==> src/rtl/if_fetch.sv <==
// rtl/if_fetch.sv - RISC-V instruction-fetch stage with 2-credit request window and 2-entry output queue
//
// Ports:
//   clk, rst                 rising-edge clock, synchronous active-high reset
//   stall                    IF/ID stall: hold queue head, no pop
//   redirect_valid/_pc       EX-stage redirect (highest priority below rst)
//   imem_req/_addr/_gnt      instruction memory request channel (req & gnt = accepted)
//   imem_rvalid/_rdata       in-order instruction memory responses
//   if_valid, pc, npc, instr queue head presented to IF/ID (pc/npc=0, instr=NOP when invalid)

module if_fetch #(
    parameter logic [31:0] RESET_PC = 32'h0000_0000
) (
    input  logic        clk,
    input  logic        rst,
    input  logic        stall,
    input  logic        redirect_valid,
    input  logic [31:0] redirect_pc,
    output logic        imem_req,
    output logic [31:0] imem_addr,
    input  logic        imem_gnt,
    input  logic        imem_rvalid,
    input  logic [31:0] imem_rdata,
    output logic        if_valid,
    output logic [31:0] pc,
    output logic [31:0] npc,
    output logic [31:0] instr
);

    localparam logic [31:0] NOP = 32'h0000_0033;

    logic [31:0] fetch_pc_q, fetch_pc_d;
    logic [31:0] inf_pc_q [2];
    logic [31:0] inf_pc_d [2];
    logic [1:0]  outstanding_q, outstanding_d;
    logic [1:0]  drop_cnt_q, drop_cnt_d;
    logic [31:0] q_pc_q [2];
    logic [31:0] q_pc_d [2];
    logic [31:0] q_instr_q [2];
    logic [31:0] q_instr_d [2];
    logic [1:0]  q_count_q, q_count_d;

    logic [2:0]  credit_used;
    logic        grant;
    logic        resp;
    logic        drop;
    logic        keep;
    logic        pop;
    logic [1:0]  live;
    logic        inf_wr_idx;
    logic        q_wr_idx;

    // Head decode: outputs come only from registered queue state.
    assign if_valid  = (q_count_q != 2'd0);
    assign pc        = if_valid ? q_pc_q[0] : 32'h0;
    assign npc       = if_valid ? (q_pc_q[0] + 32'd4) : 32'h0;
    assign instr     = if_valid ? q_instr_q[0] : NOP;
    assign imem_addr = fetch_pc_q;

    always_comb begin
        credit_used = {1'b0, outstanding_q} + {1'b0, q_count_q};
        imem_req    = !rst && !redirect_valid && (credit_used < 3'd2);
        grant       = imem_req && imem_gnt;
        // A response with nothing outstanding is a protocol error and is ignored.
        resp        = imem_rvalid && (outstanding_q != 2'd0);
        drop        = resp && (drop_cnt_q != 2'd0);
        keep        = resp && !drop;
        pop         = if_valid && !stall && !redirect_valid;
        // Live (non-stale) requests sit at the front of the in-flight FIFO.
        live        = outstanding_q - drop_cnt_q;
        // A grant implies live <= 1 and a kept response implies q_count <= 1,
        // so a single index bit suffices for both write slots.
        inf_wr_idx  = (live != 2'd0) && !keep;
        q_wr_idx    = (q_count_q != 2'd0) && !pop;
    end

    always_comb begin
        fetch_pc_d    = fetch_pc_q;
        inf_pc_d      = inf_pc_q;
        outstanding_d = outstanding_q;
        drop_cnt_d    = drop_cnt_q;
        q_pc_d        = q_pc_q;
        q_instr_d     = q_instr_q;
        q_count_d     = q_count_q;

        if (redirect_valid) begin
            fetch_pc_d    = redirect_pc & 32'hFFFF_FFFC;
            // Every request still pending after this cycle becomes stale;
            // a response arriving now is simply discarded.
            outstanding_d = outstanding_q - {1'b0, resp};
            drop_cnt_d    = outstanding_q - {1'b0, resp};
            q_count_d     = 2'd0;
        end else begin
            outstanding_d = outstanding_q + {1'b0, grant} - {1'b0, resp};
            drop_cnt_d    = drop_cnt_q - {1'b0, drop};

            if (keep) begin
                inf_pc_d[0] = inf_pc_q[1];
            end
            if (grant) begin
                inf_pc_d[inf_wr_idx] = fetch_pc_q;
                fetch_pc_d           = fetch_pc_q + 32'd4;
            end

            if (pop) begin
                q_pc_d[0]    = q_pc_q[1];
                q_instr_d[0] = q_instr_q[1];
            end
            if (keep) begin
                q_pc_d[q_wr_idx]    = inf_pc_q[0];
                q_instr_d[q_wr_idx] = imem_rdata;
            end
            q_count_d = q_count_q - {1'b0, pop} + {1'b0, keep};
        end
    end

    always_ff @(posedge clk) begin
        if (rst) begin
            fetch_pc_q    <= RESET_PC;
            inf_pc_q      <= '{default: 32'h0};
            outstanding_q <= 2'd0;
            drop_cnt_q    <= 2'd0;
            q_pc_q        <= '{default: 32'h0};
            q_instr_q     <= '{default: 32'h0};
            q_count_q     <= 2'd0;
        end else begin
            fetch_pc_q    <= fetch_pc_d;
            inf_pc_q      <= inf_pc_d;
            outstanding_q <= outstanding_d;
            drop_cnt_q    <= drop_cnt_d;
            q_pc_q        <= q_pc_d;
            q_instr_q     <= q_instr_d;
            q_count_q     <= q_count_d;
        end
    end

endmodule

==> config.mk <==
export PLATFORM = sky130hd
export DESIGN_NAME = if_fetch
export DESIGN_NICKNAME = d
export VERILOG_FILES = /design/src/rtl/if_fetch.sv
export SDC_FILE = /design/constraint.sdc
export NUM_CORES = 1
export LEC_CHECK = 0
export ABC_CLOCK_PERIOD_IN_PS = 7500
export CORE_MARGIN = 2
export CORE_UTILIZATION = 55
export CTS_CLUSTER_DIAMETER = 40
export DETAILED_ROUTE_END_ITERATION = 10
export PLACE_DENSITY = 0.83
export SETUP_SLACK_MARGIN = 0.4
export SYNTH_ARGS = -nofsm -noshare
export SYNTH_HDL_FRONTEND = slang
export SYNTH_SLANG_ARGS = --single-unit
==> constraint.sdc <==
create_clock -name clk -period 7.5 [get_ports clk]
set_input_delay 1.5 -clock clk [delete_from_list [all_inputs] [get_ports clk]]
set_output_delay 1.5 -clock clk [all_outputs]
set_load 0.01 [all_outputs]
==> impl_metrics.py, run 1 <==
metrics = {
    "status": {
        "outcome": "finished clean",
    },
    "layout": {
        "final_cells": 1820,
        "drive_above_1_share_pct": 6.17,
        "fillers": 1491,
        "diodes": 0,
        "nets": 1610,
        "regArea_sq_um": 4560,
        "multi_input_area_sq_um": 5750,
        "area_growth_pct": 27.9,
        "design_area_sq_um": 14200,
    },
    "pwr": {
        "ir_worst_vdd_mv": 0.160,
        "finalPower_mw": 3.38,
        "p_leak_nw": 5.08,
        "power.density_nw_per_um2": 238,
    },
    "cts": {
        "clkTransAtPathRegs_ns": 0.05,
        "clk_latency_ns": 0.50,
        "postCtsHoldBufs": 0,
        "cts_tree": "built",
        "cts_setup_buffers": 0,
        "cts_resized": 0,
        "cts-buffers-inserted": 34,
        "clk_path_buf_depth": 3,
        "clkSinkCount": 228,
        "cts_root_buf": "clkbuf_16",
        "cts.htree.levels": 2,
    },
    "timing": {
        "fin_skew_ns": 0.00966,
        "holdWs_ns": 0.454,
        "tightestPinTransition_ns": 0.965,
        "fin_crit_ns": 5.01,
        "final.setup.tns_ns": 0,
        "finalSetupViolCount": 0,
        "finalCritPeriodShare_pct": 66.8,
        "hold_viol": 0,
        "maxSlewViolCount": 0,
        "rsz0062_at_grt": "no",
        "slew_headroom_pct": 35.7,
        "fmax_mhz": 200,
    },
    "synth": {
        "synth_ff_type": "dfxtp_1",
        "yosysUniqueCellTypes": 63,
        "synth_compound_area_share_pct": 21.6,
        "synthAdderAreaFrac_pct": 1.08,
        "avgSynthCellArea_sq_um": 7.86,
        "synth-seq-cells": 228,
        "synthCells": 1410,
        "synthXorXnorAreaFrac_pct": 2.13,
        "synthMuxAreaShare_pct": 3.80,
        "ys_async_sr_fraction_pct": 0,
        "synth_edf_count": 0,
        "syn_area_sq_um": 11100,
        "yosys.area_share.simple_pct": 22.7,
        "synth_top_family_by_area": "simple AND/OR/NAND/NOR gates",
        "ys_seq_area_share_pct": 41.2,
        "yosysWarnings": 0,
    },
    "die": {
        "num_rows": 51,
        "die_width_um": 146,
        "io_pins": 200,
        "chipHeight_um": 146,
        "start_util_pct": 56.6,
        "coreArea_sq_um": 19600,
        "die-area_sq_um": 21300,
    },
    "run": {
        "drv_cap": 0,
    },
    "place": {
        "port_buffers": 195,
        "gp_congestion": 0.903,
        "place_inst": 1760,
        "dpl.hpwl_mm": 20.3,
        "placed_area_sq_um": 13000,
    },
    "route": {
        "drtIter0Drc": 1336,
        "vias": 11200,
        "ant_nets": 0,
        "drc": 0,
        "dr_wl_met2_mm": 15.1,
        "drtPass1Iterations": 7,
        "detail_route.wl_per_cell_um": 18.3,
        "dr.max_layer_used": "met4",
        "viasPerCell": 6.16,
        "wl_mm": 33.2,
        "drt-met1-wl_mm": 14.1,
        "wl_met3_mm": 3.18,
    },
    "global_routing": {
        "first_global_vias": 10500,
        "grt_max_degree": 105,
        "antenna_found_initial": 1,
        "grt_first_pass_wirelength_mm": 53.9,
        "grt_usage_pct": 30.2,
        "grt-ovfl-total": 0,
    },
    "worst_setup_path": {
        "arrival_ns": 3.51,
        "cp_max_fo": 104,
        "crit_type": "in2out",
        "reg2regPathDepth": 9,
        "startpoint_type": "input pin",
        "required_ns": 6.00,
        "worstSetupEndpointType": "output pin",
        "r2r_slack_ns": 4.03,
        "r2r_start": "q_count_q[0]$_SDFF_PP0_",
        "regToRegEndpoint": "inf_pc_q[42]$_SDFFE_PP0N_",
    },
    "min_path": {
        "hold_class": "reg2reg",
        "holdPathStages": 2,
    },
}
power by group:
group | internal (mW) | total, mW | switching (mW)
Combinational | 0.181 | 0.464 | 0.283
Clock | 1.03 | 1.58 | 0.558
Sequential | 1.27 | 1.33 | 0.0612
how the worst max path moves through the flow:
stage	end	from	slack, ns	depth (start not counted)
floorplan	imem_req	rst	3.51	5
global placement	imem_req	rst	2.56	4
detailed placement	imem_req	rst	2.51	4
CTS	imem_req	rst	2.50	4
global route	imem_req	rst	2.40	4
finish	imem_req	rst	2.49	4
cells in the mapped netlist (all sizes together) (9+ instances only):
master  count  share of area, %
a21oi     106               4.8
a221oi     65               5.1
a31oi      36               2.0
and3       53               3.0
and4       16               1.3
buf        20               1.0
clkbuf    107               3.6
dfxtp     228                41
inv        82               2.8
mux2        9              0.91
mux2i      32               2.9
nand2     225               7.6
nand3      20              0.90
nand4      20               1.1
nor2      113               3.8
nor3       26               1.2
nor4       16              0.90
o21ai      16              0.72
o22ai      64               3.6
o31ai      35               2.4
or4        12              0.85
xnor2      18               1.4
xor2        9              0.71
layout make-up:
class / instances / area share [%]
clock buffer: 50 / 7.30
clock inverter: 10 / 0.847
inverter: 83 / 2.21
multi-input combinational: 973 / 40.5
sequential: 228 / 32.2
tap: 265 / 2.34
timing repair buffer: 211 / 14.6
layer usage:
layer  GRT usage (%)  vias to the layer above
met5               0                        -
met4            9.95                        0
met3            6.21                       75
met2            47.7                      585
met1            41.5                     5250
li1                -                     5310
worst max-delay path, stage by stage:
cell and delay [ns]:
buf_6 0.55, or2_2 0.76, nor3_1 0.12, clkdlybuf4s50_1 0.51
cells by family after synthesis:
| family | Yosys count |
|---|---|
| muxes | 41 |
| DFF | 228 |
| AOI/OAI and AO/OA | 360 |
| and+or+nand+nor | 534 |
| other | 1 |
| adders and majority gates | 9 |
| xor gates and xnor gates | 27 |
| buffers and inverters | 210 |
metrics by stage:
stage               setup WS [ns]  utilization (%)
floorplan                    3.51                -
global route                 2.40             72.4
CTS                          2.50             72.4
detailed placement           2.51             66.5
global placement             2.56             66.5
finish                       2.49             72.4
layout by cell type, fill, tap and decap left out, types with 6 or more instances in the layout:
master | synthesis | routed
ha_1 | 8 | 8
and4_1 | 16 | 15
xor2_1 | 9 | 9
inv_1 | 82 | 80
clkbuf_8 | 0 | 6
dfxtp_1 | 228 | 228
xnor2_1 | 18 | 18
or4_1 | 11 | 11
clkbuf_16 | 0 | 37
clkdlybuf4s50_1 | 0 | 193
o31ai_1 | 35 | 35
and3_1 | 53 | 53
mux2i_1 | 32 | 32
clkbuf_1 | 106 | 7
nand3_1 | 20 | 20
o21ai_0 | 13 | 12
nand4_1 | 20 | 20
nor3_1 | 26 | 26
nor4_1 | 16 | 16
mux2_2 | 9 | 9
nor2_1 | 112 | 111
nand2b_1 | 7 | 7
a21oi_1 | 106 | 106
a221oi_1 | 65 | 65
buf_4 | 4 | 16
or3_1 | 8 | 8
a211oi_1 | 8 | 8
a31oi_1 | 36 | 36
o22ai_1 | 64 | 64
nand2_1 | 225 | 225
No activity file was read; power rests on OpenSTA's default activity.
==> run 2, diff against run 1 <==
--- a/config.mk
+++ b/config.mk
@@ -5,12 +5,12 @@
 export SDC_FILE = /design/constraint.sdc
 export NUM_CORES = 1
 export LEC_CHECK = 0
-export ABC_CLOCK_PERIOD_IN_PS = 7500
+export ABC_CLOCK_PERIOD_IN_PS = 4900
 export CORE_MARGIN = 2
-export CORE_UTILIZATION = 55
+export CORE_UTILIZATION = 53
 export CTS_CLUSTER_DIAMETER = 40
 export DETAILED_ROUTE_END_ITERATION = 10
-export PLACE_DENSITY = 0.83
+export PLACE_DENSITY = 0.8
 export SETUP_SLACK_MARGIN = 0.4
 export SYNTH_ARGS = -nofsm -noshare
 export SYNTH_HDL_FRONTEND = slang
==> constraint.sdc (replaced) <==
create_clock -name clk -period 4.9 [get_ports clk]
set_input_delay 0.98 -clock clk [delete_from_list [all_inputs] [get_ports clk]]
set_output_delay 0.98 -clock clk [all_outputs]
set_load 0.01 [all_outputs]
==> run 2 against run 1 <==
Effect of this change:
- setup slack worse by 1.8 ns
- core utilization is 2.5 points lower
- power is 54% higher
- clock power is 55% higher
- largest power group unchanged
- flip-flop and latch count stayed put
- sequential power is 53% higher
- register-to-register slack worse by 2.5 ns
- combinational power is 53% higher
- final cell count is 0.55% higher
- highest routed layer unchanged
- die area is 3.7% higher
==> impl_metrics.py, run 2 (synthesis results as in run 1) <==
metrics = {
    "global_routing": {
        "grt_first_pass_wirelength_mm": 53.6,
        "grt_usage_pct": 29.3,
        "first_global_vias": 10400,
        "grt_max_degree": 108,
        "grt-ovfl-total": 0,
        "antenna_found_initial": 0,
    },
    "pwr": {
        "ir_worst_vdd_mv": 0.212,
        "switchingPower_mw": 1.43,
        "pwr-share-seq_pct": 39.2,
        "swShare_pct": 27.6,
        "power_frac_comb_pct": 13.7,
        "p_leak_nw": 5.10,
        "power.internal_mw": 3.76,
        "clkPwrFrac_pct": 47.1,
        "power.density_nw_per_um2": 365,
    },
    "status": {
        "outcome": "finished clean",
    },
    "run": {
        "drv_cap": 0,
    },
    "route": {
        "drtIter0Drc": 1058,
        "drc": 0,
        "viasPerCell": 6.09,
        "ant_nets": 0,
        "detail_route.wl_per_cell_um": 18.4,
        "vias": 11100,
        "wl_mm": 33.6,
        "drtPass1Iterations": 5,
    },
    "timing": {
        "hold_viol": 0,
        "maxSlewViolCount": 0,
        "finalCritPeriodShare_pct": 85.7,
        "holdWs_ns": 0.452,
        "rsz0062_at_grt": "no",
        "fin_skew_ns": 0.0120,
        "finalSetupViolCount": 0,
        "fin_crit_ns": 4.20,
        "slew_headroom_pct": 18.4,
        "final.setup.tns_ns": 0,
        "fmax_mhz": 238,
        "tightestPinTransition_ns": 1.22,
    },
    "worst_setup_path": {
        "required_ns": 3.92,
        "r2r_slack_ns": 1.55,
        "startpoint_type": "flip-flop",
        "reg2regPathDepth": 13,
        "regToRegEndpoint": "outstanding_q[1]$_SDFF_PP0_",
        "cp-startpoint": "q_pc_q[36]$_SDFFE_PP0N_",
        "worstSetupEndpointType": "output pin",
        "r2r_start": "q_count_q[0]$_SDFF_PP0_",
        "cp_max_fo": 8,
        "endpoint": "npc[31]",
        "arrival_ns": 3.22,
        "crit_type": "reg2out",
    },
    "place": {
        "dpl.hpwl_mm": 20.9,
        "port_buffers": 195,
        "gp_congestion": 0.918,
    },
    "cts": {
        "cts_resized": 0,
        "clkTransAtPathRegs_ns": 0.05,
        "cts_root_buf": "clkbuf_16",
        "clk_path_buf_depth": 3,
        "cts_setup_buffers": 0,
        "cts_tree": "built",
        "cts-buffers-inserted": 34,
        "clk_latency_ns": 0.50,
        "clkSinkCount": 228,
        "postCtsHoldBufs": 0,
        "cts.htree.levels": 2,
    },
    "layout": {
        "layout_common_cells": "dfxtp_1 (228), nand2_1 (225), clkdlybuf4s50_1 (193), nor2_1 (111), a21oi_1 (106)",
        "nets": 1613,
        "area_growth_pct": 28.4,
        "drive_above_1_share_pct": 6.73,
        "diodes": 0,
        "mostFrequentLayoutCell": "dfxtp_1",
    },
    "min_path": {
        "hold_class": "reg2reg",
    },
    "die": {
        "io_pins": 200,
        "coreArea_sq_um": 20400,
        "die_width_um": 149,
        "chipHeight_um": 149,
        "die-area_sq_um": 22100,
        "start_util_pct": 54.4,
        "num_rows": 52,
    },
}
[run 2: cell count changes in the layout (fill, tap and decap cells not counted)]
cell / before / now
clkinv_4: 3 / 2
inv_6: 0 / 3
clkbuf_1: 7 / 3
clkinv_2: 4 / 6
buf_4: 16 / 18
clkinvlp_4: 1 / 6
buf_12: 0 / 1
clkbuf_8: 6 / 3
[run 2: how the worst min path moves through the flow]
stage / startpoint / to / slack (ns) / depth (start not counted)
finish: flip-flop / flip-flop / 0.45 / 2
global route: flip-flop / flip-flop / 0.47 / 2
CTS: flip-flop / flip-flop / 0.45 / 2
detailed placement: flip-flop / flip-flop / 0.45 / 2
global placement: flip-flop / flip-flop / 0.44 / 2
floorplan: flip-flop / flip-flop / 0.44 / 2
[run 2: final cells by class]
class / instances / area (sq um)
Multi-Input combinational cell: 973 / 5750
Timing Repair Buffer: 214 / 2100
Clock buffer: 43 / 978
Inverter: 83 / 313
Clock inverter: 19 / 185
Sequential cell: 228 / 4560
Fill cell: 1646 / 6130
Tap cell: 270 / 338
[run 2: per-layer routing]
| layer | routed length [um] | GRT usage, % | share of wire (%) |
|---|---|---|---|
| met3 | 3010 | 4.91 | 8.9 |
| met1 | 14300 | 39.8 | 43 |
| met2 | 15600 | 47.8 | 46 |
| met4 | 667 | 9.10 | 2.0 |
| met5 | 0 | 0 | 0 |
[run 2: power by group through the flow]
stage	combinational (mW)	sequential [mW]	clock (mW)
CTS	0.701	2.03	2.46
finish	0.712	2.04	2.45
detailed placement	0.693	2.07	0
global route	0.767	2.05	2.55
global placement	0.683	2.06	0
floorplan	0.445	2.05	0
[run 2: per-stage QoR]
step                      util (%)  power [mW]  std cells  instance area (sq um)  setup slack, ns
after floorplan                  -        2.49       1411                  11100             1.68
after global placement        64.2        2.75       1768                  13100             1.17
after detailed placement      64.2        2.76       1768                  13100             1.18
after CTS                     69.9        5.19       1830                  14200            0.731
after global routing          69.9        5.36       1830                  14200            0.571
final                         69.9        5.19       1830                  14200            0.702
[run 2: worst max-delay path: stages (launching register included)]
cell	delay [ns]
dfxtp_1	0.41
nand4_1	0.32
or4_1	0.70
or4_1	0.51
a21oi_1	0.17
clkdlybuf4s50_1	0.60
==> run 3, diff against run 2 <==
--- a/config.mk
+++ b/config.mk
@@ -10,8 +10,10 @@
 export CORE_UTILIZATION = 53
 export CTS_CLUSTER_DIAMETER = 40
 export DETAILED_ROUTE_END_ITERATION = 10
+export HOLD_SLACK_MARGIN = 0.15
 export PLACE_DENSITY = 0.8
 export SETUP_SLACK_MARGIN = 0.4
+export SKIP_CTS_REPAIR_TIMING = 1
 export SYNTH_ARGS = -nofsm -noshare
 export SYNTH_HDL_FRONTEND = slang
 export SYNTH_SLANG_ARGS = --single-unit
==> results of run 3 <==
The final DEF is identical to that of run 2; final timing and power are the same.
